===== src/rtl/fifo_stream_reader.sv =====
// Turns a 1-cycle-latency FIFO pop interface into a valid/ready stream through
// a 2-entry skid buffer, and counts the words the consumer accepts.
module fifo_stream_reader #(
  parameter int DATA_WIDTH  = 256,
  parameter int COUNT_WIDTH = 32
) (
  input  logic                   clock,
  input  logic                   reset_n,
  input  logic [DATA_WIDTH-1:0]  fifo_read_data,
  input  logic                   fifo_empty,
  output logic                   fifo_read_enable,
  input  logic                   flush,
  output logic [DATA_WIDTH-1:0]  out_data,
  output logic                   out_valid,
  input  logic                   out_ready,
  output logic [COUNT_WIDTH-1:0] word_count
);

  // state    | meaning
  // ST_EMPTY | nothing buffered, out_valid low
  // ST_ONE   | entry0 holds the head word
  // ST_TWO   | entry0 is the head, entry1 the next word
  typedef enum logic [1:0] {
    ST_EMPTY = 2'd0,
    ST_ONE   = 2'd1,
    ST_TWO   = 2'd2
  } state_t;

  localparam logic [COUNT_WIDTH-1:0] COUNT_MAX = '1;

  state_t                 state_q, state_d;
  logic                   inflight_q, inflight_d;
  logic [DATA_WIDTH-1:0]  entry0_q, entry0_d;
  logic [DATA_WIDTH-1:0]  entry1_q, entry1_d;
  logic [COUNT_WIDTH-1:0] word_count_q, word_count_d;

  logic       pop_raw;
  logic       pop;
  logic       push;
  logic [1:0] occ;
  logic [1:0] occ_after_pop;
  logic [1:0] occ_next;
  logic [2:0] pending;

  assign out_valid  = (state_q != ST_EMPTY);
  assign out_data   = entry0_q;
  assign word_count = word_count_q;

  always_comb begin
    occ           = state_q;
    pop_raw       = out_valid && out_ready;
    pop           = pop_raw && !flush;
    push          = inflight_q && !flush;
    // Words already owned (buffered or returning) after this cycle's pop.
    pending       = {1'b0, occ} + {2'b00, inflight_q} - {2'b00, pop_raw};
    fifo_read_enable = reset_n && !fifo_empty && !flush && (pending < 3'd2);

    occ_after_pop = occ - {1'b0, pop};
    occ_next      = occ_after_pop + {1'b0, push};

    entry0_d = entry0_q;
    entry1_d = entry1_q;
    if (pop) begin
      entry0_d = entry1_q;
    end
    if (push) begin
      if (occ_after_pop == 2'd0) begin
        entry0_d = fifo_read_data;
      end else begin
        entry1_d = fifo_read_data;
      end
    end

    if (flush) begin
      state_d    = ST_EMPTY;
      inflight_d = 1'b0;
    end else begin
      state_d    = state_t'(occ_next);
      inflight_d = fifo_read_enable;
    end

    word_count_d = word_count_q;
    if (pop && (word_count_q != COUNT_MAX)) begin
      word_count_d = word_count_q + 1'b1;
    end
  end

  always_ff @(posedge clock) begin
    if (!reset_n) begin
      state_q      <= ST_EMPTY;
      inflight_q   <= 1'b0;
      entry0_q     <= '0;
      entry1_q     <= '0;
      word_count_q <= '0;
    end else begin
      state_q      <= state_d;
      inflight_q   <= inflight_d;
      entry0_q     <= entry0_d;
      entry1_q     <= entry1_d;
      word_count_q <= word_count_d;
    end
  end

endmodule

===== config.mk =====
export PLATFORM = sky130hd
export DESIGN_NAME = fifo_stream_reader
export DESIGN_NICKNAME = d
export VERILOG_FILES = /design/src/rtl/fifo_stream_reader.sv
export SDC_FILE = /design/constraint.sdc
export NUM_CORES = 1
export LEC_CHECK = 0
export BUFFER_PORTS_ARGS = -buffer_cell sky130_fd_sc_hd__buf_4
export CAP_MARGIN = 20
export CORE_AREA = 2 2 215 217
export DETAILED_ROUTE_END_ITERATION = 10
export DIE_AREA = 0 0 217 219
export PLACE_DENSITY = 0.73
export REMOVE_ABC_BUFFERS = 1
export SYNTH_ARGS = -nofsm -noshare
export SYNTH_HDL_FRONTEND = slang
export SYNTH_SLANG_ARGS = --single-unit

===== constraint.sdc =====
create_clock -name clock -period 4.71 [get_ports clock]
set_input_delay 0.471 -clock clock [delete_from_list [all_inputs] [get_ports clock]]
set_output_delay 0.471 -clock clock [all_outputs]
set_load 0.02 [all_outputs]

==> qor.yml, run 1 <==
outcome:
  outcome: "finished, final reports clean"
synth:
  synth_area_per_cell_um2: 7.71
  ys_seq_elements: 547
  postSynthCellCount: 2767
  synthSimpleGateAreaFrac_pct: 25.5
  synthAdderAreaFrac_pct: 0.328
  synth_edf_count: 0
  yosysSeqAreaShare_pct: 51.3
  synth-warning-count: 0
  synth-xor-area-share_pct: 0.205
  synth_flop_cell: "dfxtp_1"
  synthTopCellsByArea: "dfxtp_1 (51%), nand2_1 (18%), a311oi_1 (11%)"
  synth_top_family_by_area: "simple AND/OR/NAND/NOR gates"
  yosys.area.top_type_share_pct: 51.3
  ys_async_sr_fraction_pct: 0
  netlist-cell-type-count: 40
  synthMuxAreaShare_pct: 0.141
  syn_area_mm2: 0.0213
  synth_area_leader_cell: "dfxtp_1"
  synth-compound-area-share_pct: 18.1
grt:
  top_usage_layer: "met2"
  use_met3_pct: 7.28
  grt_overflow: 0
  track_usage_pct: 27.2
  use_met1_pct: 32.6
  grt_use_met2_pct: 45.4
  grt_pass1_wl_um: 106000
  grt_max_degree: 205
  antenna_found_initial: 5
  grt_pass1_vias: 20306
clocking:
  cts_buffer_depth: 3
  clk_pin_slew_ns: 0.06
  numCtsBuffers: 56
  cts-root-buf: "clkbuf_16"
  postCtsSetupBuffers: 0
  htreeDepth: 2
  cts_resized: 0
  clkSinkCount: 547
  cts_hold_buf: 0
  cts_tree: "built"
  clock_latency_ns: 0.60
sta:
  finalCritPeriodShare_pct: 68.7
  slew_headroom_pct: 32.9
  max_freq_mhz: 309
  setup_viol: 0
  slew_violations: 0
  hold_slack_ns: 0.0732
  final.min_clock_period_ns: 3.24
  fin_worst_skew_ns: 0.0143
  rsz0062_at_grt: "no"
  worst_pin_slew_ns: 1.01
  final_hold_viol_count: 0
  setup_tns_ns: 0
worst_setup_path:
  critPathRequiredTime_ns: 5.20
  slowest_delay_ns: 0.77
  worstSetupStartpointType: "flop"
  crit_path_end_kind: "flop"
  crit_chain: "o21ai_2 > or2_4 > inv_8 > buf_4 > buf_4 > nand2_1 > a311oi_1"
  cp_max_fo: 77
  r2r_slack_ns: 1.47
  critical_path_arrival_ns: 3.73
  cpMostUsedCell: "buf_4"
  cp_slowest_cell: "buf_4"
  setup.worst_path.class: "reg2reg"
routing:
  vias_per_cell: 5.58
  dr_total_vias: 21272
  wire_per_inst_um: 18.0
  first_pass_iters: 8
  drt-initial-drc-count: 2034
  drc_errors: 0
  ant_nets: 0
  totalWireLength_um: 68500
power_and_ir_drop:
  p_per_area_mw_per_mm2: 364
  finalPower_mw: 10.1
  vdd.ir_drop.worst_v: 0.000258
  leakagePower_nw: 10.3
finish:
  fin_util_pct: 61.4
  final_common_cell: "nand2_1"
  most-common-layout-cells: "nand2_1 (1048), buf_4 (563), dfxtp_1 (547), a21oi_1 (275), nor2_1 (268)"
  finish.net_count: 3430
  final_cells: 3810
  syn_to_final_growth_pct: 29.6
  drive_gt1_share_pct: 21.0
place:
  gp_congestion: 0.871
  placed_cells: 3704
  dp_hpwl_um: 43800
  port_buffers: 550
floorplan:
  ioPinCount: 551
  die_h_um: 219
  num_rows: 78
  initial_core_util_pct: 47.3
  fp.dieArea_mm2: 0.0475
  die_w_um: 217
  coreArea_mm2: 0.0451
min_path:
  holdCritPathClass: "in2reg"
flow_run:
  maxCapViolCount: 0
-- sequential cells by signal (all words and copies together) (netlist names) --
| name | cells |
|---|---|
| entry1_q | 256 |
| inflight_q | 1 |
| occ | 2 |
| out_data | 256 |
| word_count | 32 |
-- per-stage QoR --
step / worst slack, ns / cell area (um^2)
after CTS: 1.46 / 27600
after global placement: 1.51 / 25700
after detailed placement: 1.41 / 25700
after global routing: 1.23 / 27700
final: 1.47 / 27700
after floorplan: -10.79 / 20400
-- Yosys cell counts, types with 2 or more instances --
library cell     n
nand2_1       1049
dfxtp_1        547
a21oi_1        275
nor2_1         268
a311oi_1       256
clkbuf_1       218
buf_1           14
nand4_1         14
or3_1           11
o21ai_0         10
o31ai_1         10
or4_1           10
inv_1            8
nand2b_1         8
nand3_1          8
buf_2            6
nor4_1           6
and3_1           5
and4_1           4
ha_1             4
o311ai_0         4
xor2_1           4
mux2i_1          3
nor4b_1          3
o211ai_1         3
o41ai_1          3
and2_1           2
nor3_1           2
-- path summary, 6_finish.rpt --
kind              cells after the start            end     startpoint
setup / recovery                      7  out_data[195]         occ[1]
hold reg to reg                       2  entry1_q[216]  entry1_q[216]
hold / removal                        2     inflight_q     fifo_empty
setup reg to reg                      7  out_data[195]         occ[1]
-- metal layers --
layer,up-vias,wire length [um],part of all wire [%]
met3,173,5950,8.7
met2,826,32700,48
li1,10163,-,-
met1,10106,26900,39
met5,-,26,0.038
met4,4,2980,4.3
-- power breakdown --
group	internal, mW	switching, mW
logic	0.314	0.407
registers	4.71	0.0542
clock network	2.74	1.85
-- final cells by class --
class | instances | area [um^2]
Fill cell | 3965 | 17400
Sequential cell | 547 | 11000
Multi-Input combinational cell | 1973 | 9480
Timing Repair Buffer | 577 | 4520
Clock buffer | 82 | 1650
Tap cell | 600 | 751
Clock inverter | 19 | 249
Inverter | 9 | 48.8
Antenna cell | 3 | 7.51
-- logic make-up (layout without fill, tap and decap cells) --
logic type               after synthesis  after routing
flip-flops                           547            547
buffers and inverters                247            687
other                                  0              3
AND/OR/NAND/NOR                     1394           1394
multiplexers                           3              3
AO/OA/AOI/OAI                        566            566
adder cells (fa/ha/maj)                5              5
XOR/XNOR                               5              5
-- critical path: cells and delay by family, from the launching register on --
family / cells / cell delay [ns]
and+or+nand+nor: 2 / 0.43
AOI/OAI and AO/OA: 2 / 0.45
DFF: 1 / 0.48
buffers and inverters: 3 / 1.65
(Power assumes the default switching activity.)
==> run 2, diff against run 1 <==
--- a/config.mk
+++ b/config.mk
@@ -7,10 +7,11 @@
 export LEC_CHECK = 0
 export BUFFER_PORTS_ARGS = -buffer_cell sky130_fd_sc_hd__buf_4
 export CAP_MARGIN = 20
-export CORE_AREA = 2 2 215 217
+export CORE_ASPECT_RATIO = 1.2
+export CORE_MARGIN = 2
+export CORE_UTILIZATION = 48
 export DETAILED_ROUTE_END_ITERATION = 10
-export DIE_AREA = 0 0 217 219
-export PLACE_DENSITY = 0.73
+export PLACE_DENSITY = 0.76
 export REMOVE_ABC_BUFFERS = 1
 export SYNTH_ARGS = -nofsm -noshare
 export SYNTH_HDL_FRONTEND = slang
==> constraint.sdc (replaced) <==
create_clock -name clock -period 2.7 [get_ports clock]
set_input_delay 0.27 -clock clock [delete_from_list [all_inputs] [get_ports clock]]
set_output_delay 0.27 -clock clock [all_outputs]
set_load 0.02 [all_outputs]
==> run 2 against run 1 <==
  * The run now ends with negative setup slack left
  * Routed wire length is 14% higher
  * Worst hold slack worse by 0.018 ns
  * First-iteration DRC count is 0.54% higher
  * Cell area is 11% higher
  * Die area is 2.8% lower
  * Clock skew is 0.0032 ns higher
  * Critical path depth is 1 higher
  * Core utilization is 8.7 points higher
  * Power is 76% higher
  * Sequential cell count stayed put
  * Worst setup slack worse by 1.6 ns
  * Largest cell class unchanged
  * Highest routed layer unchanged
==> qor.yml, run 2 (synthesis results as in run 1) <==
outcome:
  outcome: "finished, violations left"
  violations: "negative setup slack"
sta:
  finalCritPeriodShare_pct: 104
  final_hold_viol_count: 0  # unchanged
  max_freq_mhz: 356
  fin_worst_skew_ns: 0.0176  # +0.00323 ns
  hold_slack_ns: 0.0551  # -0.0181 ns
  worst_pin_slew_ns: 1.03  # +0.0272 ns
  rsz0062_at_grt: "yes"
  slew_headroom_pct: 31.1  # -1.8 points
  final.min_clock_period_ns: 2.81
  setup_tns_ns: -0.106  # -0.106 ns
  setup_slack_ns: -0.106  # -1.58 ns
  setup_viol: 1  # +1
  slew_violations: 0  # unchanged
grt:
  antenna_found_initial: 3  # -2
  grt_pass1_vias: 22867  # +13%
  grt_max_degree: 136  # -34%
  grt_pass1_wl_um: 118000  # +11%
  track_usage_pct: 31.1  # +3.9 points
  grt_overflow: 0  # unchanged
floorplan:
  coreArea_mm2: 0.0438  # -2.8%
  die_h_um: 235  # +7.3%
  num_rows: 84  # +7.7%
  initial_core_util_pct: 48.7  # +1.4 points
  die_w_um: 197  # -9.4%
  ioPinCount: 551  # unchanged
  fp.dieArea_mm2: 0.0462  # -2.8%
place:
  gp_congestion: 0.847  # -2.7%
  port_buffers: 550  # unchanged
  placed_cells: 3688  # -0.43%
  pre_cts_slack_ns: 0.0519  # -1.35 ns
  dp_hpwl_um: 45100  # +3.1%
power_and_ir_drop:
  vdd.ir_drop.worst_v: 0.000548  # +110%
  p_per_area_mw_per_mm2: 578  # +59%
  leakagePower_nw: 11.6  # +13%
worst_setup_path:
  worstSetupStartpointType: "flop"
  setup.worst_path.class: "reg2out"
  critPathRequiredTime_ns: 2.43  # -2.77 ns
  r2r_slack_ns: 0.07  # -1.40 ns
  crit_path_end_kind: "output pin"
  critical_path_arrival_ns: 2.54  # -1.19 ns
  cp_max_fo: 2  # -97%
clocking:
  clock_latency_ns: 0.60  # about the same
  cts-root-buf: "clkbuf_16"
  clkSinkCount: 547  # unchanged
  cts_buffer_depth: 3  # unchanged
  clk_pin_slew_ns: 0.06  # about the same
  htreeDepth: 2  # unchanged
  numCtsBuffers: 53  # -5.4%
  cts_tree: "built"
finish:
  most-common-layout-cells: "nand2_1 (1048), buf_4 (577), dfxtp_1 (545), a21oi_1 (275), nor2_1 (268)"
  finish.net_count: 3716  # +8.3%
  syn_to_final_growth_pct: 43.7
  fin_util_pct: 70.0  # +8.7 points
  final_common_cell: "nand2_1"
  final_cells: 4053  # +6.4%
  drive_gt1_share_pct: 20.6  # -0.46 points
routing:
  wire_per_inst_um: 19.2  # +7.0%
  vias_per_cell: 5.80  # +3.9%
  dr_total_vias: 23522  # +11%
  totalWireLength_um: 77900  # +14%
  ant_nets: 0  # unchanged
  drt-initial-drc-count: 2045  # +0.54%
  first_pass_iters: 6  # -2
  drc_errors: 0  # unchanged
flow_run:
  maxCapViolCount: 0  # unchanged
min_path:
  holdCritPathClass: "in2reg"
==> run 2: cell count changes in the layout (fill, tap and decap cells not counted), moves of 2 or more <==
cell and change:
a311oi_1 -4, a311oi_2 +4, buf_12 +4, buf_16 +5
buf_4 +14, buf_6 +3, bufinv_16 -3, clkbuf_1 -6
clkbuf_16 +4, clkbuf_8 +6, dfxtp_1 -2, dlygate4sd3_1 +257
==> run 2: layout make-up <==
class                      count  area, um^2
tap                          559         699
clock inverter                17         170
multi-input combinational   1973        9540
timing repair buffer         866        7600
antenna                        2        5.00
clock buffer                  80        1660
sequential                   547       11000
inverter                       9        48.8
fill                        3120       13100
==> run 2: routing by layer <==
| metal | track usage (%) | vias to the layer above | wire length (um) |
|---|---|---|---|
| met3 | 6.49 | 365 | 6560 |
| met4 | 21.0 | 2 | 5490 |
| li1 | - | 10752 | - |
| met2 | 52.7 | 1284 | 38300 |
| met1 | 35.1 | 11119 | 27600 |
| met5 | 0 | - | 13 |
==> run 2: critical path, cell delays in order (launching register included) <==
cell      delay, ns
dfxtp_4        0.35
o21ai_4        0.14
inv_1          0.06
ha_1           0.28
nand2b_4       0.14
fa_2           0.33
xor2_1         0.17
nor4b_2        0.28
buf_4          0.20
==> run 2: final timing paths <==
check | to | start | cells after the start
max | fifo_read_enable | occ[1] | 8
min | word_count[10] | reset_n | 2
max reg2reg | out_data[221] | occ[1] | 10
min reg2reg | entry1_q[98] | entry1_q[98] | 2
==> run 2: through the flow <==
step / area [um^2] / total power [mW]
2_1_floorplan: 20400 / 9.07
3_3_place_gp: 26000 / 9.75
3_5_place_dp: 26000 / 9.78
4_1_cts: 30400 / 17.7
5_1_grt: 30700 / 18.2
6_report: 30700 / 17.7
==> run 2: timing repair <==
action,4_1_cts,5_1_grt
gates cloned,0,6
endpoints found under the hold margin,498,0
hold buffers,257,0
resized for setup,5,17
pin swaps,2,8
endpoints found under the setup margin,1,338
buffers inserted,2,1
==> run 2: power breakdown <==
group	internal, mW	total, mW	leakage [nW]	switching [mW]
Clock	4.52	7.74	0.921	3.22
Combinational	0.819	1.65	6.28	0.831
Sequential	8.22	8.33	4.42	0.109
